`config.mk`:
```
export PLATFORM = sky130hd
export DESIGN_NAME = soc_ram_ctrl_flat
export DESIGN_NICKNAME = d
export VERILOG_FILES = /design/src/rtl/soc_ram_ctrl_if.sv /design/src/rtl/soc_ram_ctrl.sv /design/src/flat_wrapper.sv
export SDC_FILE = /design/constraint.sdc
export NUM_CORES = 1
export LEC_CHECK = 0
export CAP_MARGIN = 20
export CORE_MARGIN = 5
export CORE_UTILIZATION = 21
export CTS_CLUSTER_DIAMETER = 100
export DETAILED_ROUTE_END_ITERATION = 10
export PLACE_DENSITY = 0.95
export REMOVE_ABC_BUFFERS = 1
export SETUP_SLACK_MARGIN = 0.1
export SYNTH_ARGS = -nofsm -noshare
export SYNTH_HDL_FRONTEND = slang
export SYNTH_SLANG_ARGS = --single-unit
```
`constraint.sdc`:
```
create_clock -name clk_i -period 3.1 [get_ports clk_i]
set_clock_uncertainty 0.05 [all_clocks]
set_input_delay 0.62 -clock clk_i [delete_from_list [all_inputs] [get_ports clk_i]]
set_output_delay 0.62 -clock clk_i [all_outputs]
set_load 0.01 [all_outputs]
```
`src/rtl/soc_ram_ctrl_if.sv`:
```
// Request/response bus between a client (CPU LSU, DMA) and soc_ram_ctrl.
// master = client side, slave = controller side.
interface soc_ram_ctrl_if #(
    parameter int ADDR_WIDTH = 8,
    parameter int WORD_WIDTH = 16
);
    logic                  req_valid;
    logic                  req_ready;
    logic                  req_write;
    logic [ADDR_WIDTH-1:0] req_addr;
    logic [WORD_WIDTH-1:0] req_mask;
    logic [WORD_WIDTH-1:0] req_data;
    logic                  rsp_valid;
    logic                  rsp_ready;
    logic [WORD_WIDTH-1:0] rsp_data;

    modport master (
        output req_valid, req_write, req_addr, req_mask, req_data, rsp_ready,
        input  req_ready, rsp_valid, rsp_data
    );

    modport slave (
        input  req_valid, req_write, req_addr, req_mask, req_data, rsp_ready,
        output req_ready, rsp_valid, rsp_data
    );
endinterface

```
`src/rtl/soc_ram_ctrl.sv`:
```
// soc_ram_ctrl: single-port word-RAM initiator.
// Turns a valid/ready request stream into sel/read/write/addr/mask/data RAM
// commands. Writes are posted; reads are serialised (one in flight) and the
// response is taken straight from the RAM read port, which holds its word
// until the next read strobe.
// Optional build macro SOC_RAM_CTRL_INIT_EN: after reset the controller
// zero-fills the whole RAM before accepting requests.
module soc_ram_ctrl #(
    parameter int VECTOR_LENGTH = 256,
    parameter int WORD_WIDTH    = 16,
    parameter int ADDR_WIDTH    = $clog2(VECTOR_LENGTH)
) (
    input  logic                  clk_i,
    input  logic                  rstn_i,
    soc_ram_ctrl_if.slave         bus,
    output logic                  init_done_o,
    output logic                  ram_sel_o,
    output logic                  ram_read_o,
    output logic                  ram_write_o,
    output logic [ADDR_WIDTH-1:0] ram_addr_o,
    output logic [WORD_WIDTH-1:0] ram_mask_o,
    output logic [WORD_WIDTH-1:0] ram_data_o,
    input  logic [WORD_WIDTH-1:0] ram_data_i
);

`ifdef SOC_RAM_CTRL_INIT_EN
    localparam logic [1:0] ST_INIT = 2'd0;
`endif
    localparam logic [1:0] ST_IDLE    = 2'd1;
    localparam logic [1:0] ST_RD_PEND = 2'd2;

    logic [1:0] state_r;
    logic [1:0] state_nxt_s;
    logic       req_ready_s;
    logic       accept_s;
    logic       init_done_r;

`ifdef SOC_RAM_CTRL_INIT_EN
    localparam logic [ADDR_WIDTH-1:0] INIT_LAST = ADDR_WIDTH'(VECTOR_LENGTH - 1);
    logic [ADDR_WIDTH-1:0] init_cnt_r;
`endif

    // Request ready: free in IDLE, or in RD_PEND when the pending response is consumed now.
    always_comb begin
        req_ready_s = 1'b0;
        if (!rstn_i) begin
            req_ready_s = 1'b0;
        end else if (state_r == ST_IDLE) begin
            req_ready_s = 1'b1;
        end else if (state_r == ST_RD_PEND) begin
            req_ready_s = bus.rsp_ready;
        end else begin
            req_ready_s = 1'b0;
        end
    end

    assign accept_s      = bus.req_valid && req_ready_s;
    assign bus.req_ready = req_ready_s;

    // Next-state logic.
    always_comb begin
        state_nxt_s = state_r;
        case (state_r)
            ST_IDLE: begin
                if (accept_s && !bus.req_write) begin
                    state_nxt_s = ST_RD_PEND;
                end else begin
                    state_nxt_s = ST_IDLE;
                end
            end
            ST_RD_PEND: begin
                if (accept_s) begin
                    state_nxt_s = bus.req_write ? ST_IDLE : ST_RD_PEND;
                end else if (bus.rsp_ready) begin
                    state_nxt_s = ST_IDLE;
                end else begin
                    state_nxt_s = ST_RD_PEND;
                end
            end
`ifdef SOC_RAM_CTRL_INIT_EN
            ST_INIT: begin
                if (init_cnt_r == INIT_LAST) begin
                    state_nxt_s = ST_IDLE;
                end else begin
                    state_nxt_s = ST_INIT;
                end
            end
`endif
            default: state_nxt_s = ST_IDLE;
        endcase
    end

    // State register; reset drops any pending read immediately.
    always_ff @(posedge clk_i or negedge rstn_i) begin
        if (!rstn_i) begin
`ifdef SOC_RAM_CTRL_INIT_EN
            state_r <= ST_INIT;
`else
            state_r <= ST_IDLE;
`endif
        end else begin
            state_r <= state_nxt_s;
        end
    end

`ifdef SOC_RAM_CTRL_INIT_EN
    // Zero-fill address counter, advances once per INIT cycle.
    always_ff @(posedge clk_i or negedge rstn_i) begin
        if (!rstn_i) begin
            init_cnt_r <= '0;
        end else if (state_r == ST_INIT) begin
            init_cnt_r <= init_cnt_r + ADDR_WIDTH'(1);
        end else begin
            init_cnt_r <= init_cnt_r;
        end
    end

    // Init-done flag, raised in the cycle after the last zero-fill write.
    always_ff @(posedge clk_i or negedge rstn_i) begin
        if (!rstn_i) begin
            init_done_r <= 1'b0;
        end else if ((state_r == ST_INIT) && (init_cnt_r == INIT_LAST)) begin
            init_done_r <= 1'b1;
        end else begin
            init_done_r <= init_done_r;
        end
    end
`else
    // Without zero-fill the controller is ready from the first edge after reset.
    always_ff @(posedge clk_i or negedge rstn_i) begin
        if (!rstn_i) begin
            init_done_r <= 1'b0;
        end else begin
            init_done_r <= 1'b1;
        end
    end
`endif

    assign init_done_o = init_done_r;

    // RAM command drive: zero-fill during INIT, otherwise same-cycle request pass-through.
    always_comb begin
        ram_sel_o   = 1'b0;
        ram_read_o  = 1'b0;
        ram_write_o = 1'b0;
        ram_addr_o  = bus.req_addr;
        ram_mask_o  = bus.req_mask;
        ram_data_o  = bus.req_data;
`ifdef SOC_RAM_CTRL_INIT_EN
        if (rstn_i && (state_r == ST_INIT)) begin
            ram_sel_o   = 1'b1;
            ram_write_o = 1'b1;
            ram_read_o  = 1'b0;
            ram_addr_o  = init_cnt_r;
            ram_mask_o  = '0;
            ram_data_o  = '0;
        end else
`endif
        if (accept_s) begin
            ram_sel_o   = 1'b1;
            ram_write_o = bus.req_write;
            ram_read_o  = !bus.req_write;
        end else begin
            ram_sel_o   = 1'b0;
            ram_write_o = 1'b0;
            ram_read_o  = 1'b0;
        end
    end

    // Response channel: the RAM holds its read word, so it is forwarded directly.
    always_comb begin
        bus.rsp_valid = 1'b0;
        bus.rsp_data  = '0;
        if (state_r == ST_RD_PEND) begin
            bus.rsp_valid = 1'b1;
            bus.rsp_data  = ram_data_i;
        end else begin
            bus.rsp_valid = 1'b0;
            bus.rsp_data  = '0;
        end
    end

endmodule

```
`src/flat_wrapper.sv`:
```
// flat-port wrapper written by rule: the top's interface ports become plain ports
module soc_ram_ctrl_flat 
#(
    parameter int VECTOR_LENGTH = 256,
    parameter int WORD_WIDTH    = 16,
    parameter int ADDR_WIDTH    = $clog2(VECTOR_LENGTH)
)
  (clk_i, rstn_i, init_done_o, ram_sel_o, ram_read_o, ram_write_o, ram_addr_o, ram_mask_o, ram_data_o, ram_data_i, bus_req_valid, bus_req_write, bus_req_addr, bus_req_mask, bus_req_data, bus_rsp_ready, bus_req_ready, bus_rsp_valid, bus_rsp_data);
  soc_ram_ctrl_if #(.ADDR_WIDTH(ADDR_WIDTH), .WORD_WIDTH(WORD_WIDTH)) bus_i ();
  input  logic clk_i;
  input  logic rstn_i;
  output logic init_done_o;
  output logic ram_sel_o;
  output logic ram_read_o;
  output logic ram_write_o;
  output logic [ADDR_WIDTH-1:0] ram_addr_o;
  output logic [WORD_WIDTH-1:0] ram_mask_o;
  output logic [WORD_WIDTH-1:0] ram_data_o;
  input  logic [WORD_WIDTH-1:0] ram_data_i;
  input wire logic [$bits(bus_i.req_valid)-1:0] bus_req_valid;
  input wire logic [$bits(bus_i.req_write)-1:0] bus_req_write;
  input wire logic [$bits(bus_i.req_addr)-1:0] bus_req_addr;
  input wire logic [$bits(bus_i.req_mask)-1:0] bus_req_mask;
  input wire logic [$bits(bus_i.req_data)-1:0] bus_req_data;
  input wire logic [$bits(bus_i.rsp_ready)-1:0] bus_rsp_ready;
  output wire logic [$bits(bus_i.req_ready)-1:0] bus_req_ready;
  output wire logic [$bits(bus_i.rsp_valid)-1:0] bus_rsp_valid;
  output wire logic [$bits(bus_i.rsp_data)-1:0] bus_rsp_data;
  assign bus_i.req_valid = bus_req_valid;
  assign bus_i.req_write = bus_req_write;
  assign bus_i.req_addr = bus_req_addr;
  assign bus_i.req_mask = bus_req_mask;
  assign bus_i.req_data = bus_req_data;
  assign bus_i.rsp_ready = bus_rsp_ready;
  assign bus_req_ready = bus_i.req_ready;
  assign bus_rsp_valid = bus_i.rsp_valid;
  assign bus_rsp_data = bus_i.rsp_data;
  soc_ram_ctrl #(.VECTOR_LENGTH(VECTOR_LENGTH), .WORD_WIDTH(WORD_WIDTH), .ADDR_WIDTH(ADDR_WIDTH)) u_core (.clk_i(clk_i), .rstn_i(rstn_i), .bus(bus_i), .init_done_o(init_done_o), .ram_sel_o(ram_sel_o), .ram_read_o(ram_read_o), .ram_write_o(ram_write_o), .ram_addr_o(ram_addr_o), .ram_mask_o(ram_mask_o), .ram_data_o(ram_data_o), .ram_data_i(ram_data_i));
endmodule
```
==> results of run 1 <==
==> cell families after synthesis <==
group,share of synthesized area (%)
and+or+nand+nor,23.17
buffers and inverters,52.64
other,0.6092
AOI/OAI and AO/OA,7.112
adders and majority gates,4.064
DFF,12.40
==> layout make-up <==
cell class,count,area [um^2]
Timing Repair Buffer,43,427.9
Sequential cell,3,76.32
Tap cell,31,38.79
Clock buffer,4,26.28
Fill cell,297,1983
Multi-Input combinational cell,31,217.7
Inverter,3,11.26
==> synth_stat cells (all sizes together) <==
cell / instances
buf: 41
and2: 17
inv: 3
a21o: 2
dfrtp: 2
ha: 2
a21oi: 1
a221oi: 1
a31o: 1
clkbuf: 1
conb: 1
dfstp: 1
nand2: 1
nand3b: 1
nand4b: 1
nor2: 1
nor3: 1
nor3b: 1
==> how the worst max path moves through the flow <==
| stage | from | endpoint | cells after the start |
|---|---|---|---|
| after floorplan | u_core.state_r[0] | ram_write_o | 4 |
| final | bus_rsp_ready | ram_write_o | 4 |
| after global placement | bus_rsp_ready | ram_write_o | 4 |
| after detailed placement | bus_rsp_ready | ram_write_o | 4 |
| after CTS | u_core.state_r[0] | ram_write_o | 5 |
| after global routing | bus_req_valid | ram_write_o | 4 |
==> routing by layer <==
metal,vias to the layer above,part of all wire (%),GRT usage (%)
met2,82,45,27.14
met4,0,2.8,7.634
met3,6,33,25.92
li1,215,-,-
met1,211,19,9.853
met5,-,0,0
==> flip-flops by register name, summed over array words and instances (netlist names) <==
name,cells
u_core.init_done_o,1
u_core.state_r,2
==> where the power goes <==
part	switching, mW	internal (mW)
logic	0.0459	0.0686
registers	0.00405	0.0504
clock network	0.0196	0.0482
total	0.0695	0.167
==> worst max-delay path: cells and delay by family <==
family          cells  cell delay [ps]
simple gates        1              210
compound gates      1              100
buf+inv             2             1070
==> impl_metrics.yaml, run 1 <==
clock_tree:
  clkSinkCount: 3
  clkLatencyLatePin_ps: 230
  clockBufferDepth: 2
  cts_root_buffer: "clkbuf_4"
  cts_made_buffers: 3
  postCtsHoldBufs: 0
  clkTransAtPathRegs_ps: 40
  post_cts_buffers: 0
  htreeDepth: 1
  ctsResizeCount: 0
  cts_tree: "built"
place:
  place_area_um2: 769.5
  port_buffers: 42
  place_congestion: 0.7778
  post-place-ws_ps: 435.9
  dp_cells: 111
floorplan:
  rows: 19
  initial_utilization_pct: 22.13
  die_h_um: 64.14
  dieArea_mm2: 0.004114
  die_w_um: 64.14
  design.core.area_mm2: 0.002781
  ioPinCount: 123
final_layout:
  final_common_cell: "clkdlybuf4s50_1"
  layout_common_cells: "clkdlybuf4s50_1 (42), and2_1 (17), inv_1 (3), clkbuf_4 (3)"
  instances_no_fill: 115
  area_growth_pct: 29.67
  drive_gt1_share_pct: 8.333
  fin_area_um2: 798.3
  n_antenna_cell: 0
  final_nets: 148
  fin_util_pct: 28.70
global_routing:
  track_usage_pct: 17.47
  grt_antenna_before_repair: 0
  grt_pass1_wl_um: 4754
  grt_pass1_vias: 569
  grt_max_degree: 21
  overflow: 0
drt:
  routed_wl_um: 3688
  vias: 514
  wl_per_cell_um: 32.07
  drc: 0
  antenna_left: 0
  initialDrtViolationCount: 7
  routed_via_density: 4.470
  drt-pass1-iter-count: 2
synth:
  netlist_area_um2: 615.6
  synth_area_leader_cell: "buf_4"
  synth_area_per_cell_um2: 7.792
  synth_top_area_share_pct: 50.00
  seq_area_frac_synth_pct: 12.40
  yosys-top-cells-area: "buf_4 (50%), and2_1 (17%), dfrtp_1 (8.1%), dfstp_2 (4.3%), ha_1 (4.1%)"
  synth.distinct_cells: 18
  yosys_warnings: 0
  ys_seq_elements: 3
  synthCells: 79
setup_path:
  r2r-end: "u_core.state_r[0]"
  cp-start-kind: "primary input"
  worstSetupPathType: "primary input to output pin"
  reg2reg_slack_ps: 1750
  worstReg2RegStart: "u_core.state_r[0]"
  arrival_ps: 2000
  critPathMaxFanout: 3
  slowest_stage: "clkdlybuf4s50_1"
  max_stage_delay_ps: 570
  end_kind: "output pin"
  reg2reg_depth: 4
  worstPathCellList: "clkdlybuf4s50_1 -> a21oi_1 -> nor3b_1 -> clkdlybuf4s50_1"
  worstPathRequired_ps: 2430
  crit_top_cell: "clkdlybuf4s50_1"
timing:
  fin_ws_ps: 430.0
  fin_tns_setup_ps: 0
  hold_viol_final: 0
  rsz0062_at_grt: "false"
  fin_hold_ws_ps: 532.6
  fmax_mhz: 374.5
  drv_slew: 0
  final.min_clock_period_ps: 2670
  setup_viol: 0
  period_share_pct: 86.13
pwr:
  peakVddDrop_mv: 0.2287
  power.total_uw: 236.7
  power_leakage_nw: 0.3122
  p_per_area_mw_per_mm2: 296.5
hold_path:
  worstHoldStart: "u_core.state_r[1]"
  hold_path_end: "u_core.state_r[1]"
  hold_class: "flip-flop to flip-flop"
  holdPathStages: 2
flow_run:
  drv_cap: 0
status:
  status: "finished, final reports clean"
Power figures use the tool's default switching activity.
==> run 2: changes to the inputs <==
--- a/config.mk
+++ b/config.mk
@@ -8,6 +8,7 @@
 export CAP_MARGIN = 20
 export CORE_MARGIN = 5
 export CORE_UTILIZATION = 21
+export CTS_BUF_LIST = sky130_fd_sc_hd__clkbuf_8
 export CTS_CLUSTER_DIAMETER = 100
 export DETAILED_ROUTE_END_ITERATION = 10
 export PLACE_DENSITY = 0.95
==> run 2 against run 1 <==
Worst hold slack got worse by 5.7 ps. Design area increased by 2.0%. Final cell count unchanged. Sequential share of layout area fell by 0.19 points. Sequential power hardly changed. Global-route usage increased by 0.36 points. Largest power group is now clock. Count of clock-buffer cells in the layout decreased by 1. Clock power rose by 68%. Register-to-register slack lost 130 ps. Power is 19% higher. Combinational power barely moved.
==> impl_metrics.yaml, run 2 (synthesized netlist as in run 1, its figures left out) <==
pwr:
  switchingPower_uw: 78.62
  power_leakage_nw: 0.3267
  clockPowerShare_pct: 40.5
  peakVddDrop_mv: 0.2930
  p_int_uw: 202.7
  pwr-share-seq_pct: 19.4
  pwr-share-comb_pct: 40.2
  p_per_area_mw_per_mm2: 345.4
  power.switching_fraction_pct: 27.95
timing:
  hold_viol_final: 0
  fin_hold_ws_ps: 527.0
  period_share_pct: 88.89
  drv_slew: 0
  relSlewSlack_pct: 65.60
  fin_tns_setup_ps: 0
  final.min_clock_period_ps: 2756
  setup_viol: 0
  rsz0062_at_grt: "false"
  fmax_mhz: 362.9
  worstMarginPinSlew_ps: 515.9
global_routing:
  grt_pass1_vias: 572
  grt_pass1_wl_um: 4809
  grt_max_degree: 21
  overflow: 0
  grt_antenna_before_repair: 0
  track_usage_pct: 17.82
floorplan:
  initial_utilization_pct: 22.13
  die_w_um: 64.14
  design.core.area_mm2: 0.002781
  dieArea_mm2: 0.004114
  die_h_um: 64.14
  ioPinCount: 123
  rows: 19
final_layout:
  seqCellArea_um2: 76.32
  area_growth_pct: 32.32
  final_nets: 148
  nFillCells: 297
  final_common_cell: "clkdlybuf4s50_1"
  n_antenna_cell: 0
  drive_gt1_share_pct: 7.143
  layout_common_cells: "clkdlybuf4s50_1 (42), and2_1 (17), inv_1 (4)"
  multiInputGateArea_um2: 215.2
  largest_reg_flops: 2
  top_register: "u_core.state_r"
drt:
  drc: 0
  initialDrtViolationCount: 11
  wl_per_cell_um: 32.35
  dr.max_layer_used: "met4"
  routed_via_density: 4.496
  antenna_left: 0
  met3_length_um: 1240
  drt-pass1-iter-count: 2
  wl_met2_um: 1659
  vias: 517
  drt-met1-wl_um: 700
  routed_wl_um: 3720
clock_tree:
  cts_root_buffer: "clkbuf_8"
  postCtsHoldBufs: 0
  clkTransAtPathRegs_ps: 30
  htreeDepth: 1
  ctsResizeCount: 0
  cts_tree: "built"
  clockBufferDepth: 2
  post_cts_buffers: 0
  cts_made_buffers: 3
  clkSinkCount: 3
  clkLatencyLatePin_ps: 220
setup_path:
  reg2reg_depth: 4
  arrival_ps: 2090
  crit_path_start: "u_core.state_r[0]"
  worstSetupPathType: "flip-flop to output pin"
  cp-start-kind: "flip-flop"
  end_kind: "output pin"
  worstPathRequired_ps: 2430
  critPathMaxFanout: 20
  worstReg2RegStart: "u_core.state_r[0]"
  reg2reg_slack_ps: 1620
  r2r-end: "u_core.state_r[0]"
place:
  place_congestion: 0.7778
  port_buffers: 42
hold_path:
  hold_class: "flip-flop to flip-flop"
  hold_path_end: "u_core.state_r[1]"
  worstHoldStart: "u_core.state_r[1]"
  holdPathStages: 2
flow_run:
  drv_cap: 0
status:
  status: "finished, final reports clean"
run 2: power groups by stage:
stage / Clock [mW] / Combinational [mW] / Sequential, mW
2_1_floorplan: 0 / 0.0529 / 0.0540
5_1_grt: 0.120 / 0.124 / 0.0558
4_1_cts: 0.118 / 0.114 / 0.0547
3_3_place_gp: 0 / 0.112 / 0.0542
3_5_place_dp: 0 / 0.113 / 0.0551
6_report: 0.114 / 0.113 / 0.0544
run 2: area by class of cell:
cell class / instances / area share [%]
Sequential cell: 3 / 9.370
Tap cell: 31 / 4.762
Clock inverter: 1 / 0.4608
Timing Repair Buffer: 43 / 52.53
Multi-Input combinational cell: 31 / 26.42
Inverter: 3 / 1.382
Clock buffer: 3 / 5.069
run 2: worst max-delay path by stage:
| stage | to | slack, ps |
|---|---|---|
| 2_1_floorplan | ram_write_o | 1120 |
| 3_3_place_gp | ram_write_o | 440 |
| 3_5_place_dp | ram_write_o | 440 |
| 4_1_cts | ram_write_o | 320 |
| 5_1_grt | ram_write_o | 110 |
| 6_report | ram_write_o | 340 |
run 2: layer usage:
metal	track usage (%)	vias up
li1	-	213
met1	9.958	212
met2	27.51	86
met3	25.92	6
met4	9.160	0
met5	0	-
run 2: stage by stage:
step                utilization [%]  instances  instance area, um^2  worst slack, ps  total power, mW
floorplan                         -         37                302.8             1119           0.1068
global placement              27.67        111                769.5            435.0           0.1663
detailed placement            27.67        111                769.5            435.9           0.1679
CTS                           29.28        115                814.5            318.1           0.2870
global route                  29.28        115                814.5            113.1           0.2994
finish                        29.28        115                814.5            344.4           0.2813
run 2: worst max-delay path: stages (launching register included):
cell             delay (ps)
dfstp_2                 360
inv_1                    50
ha_1                    470
a21oi_1                 190
nor3b_1                 220
clkdlybuf4s50_1         570
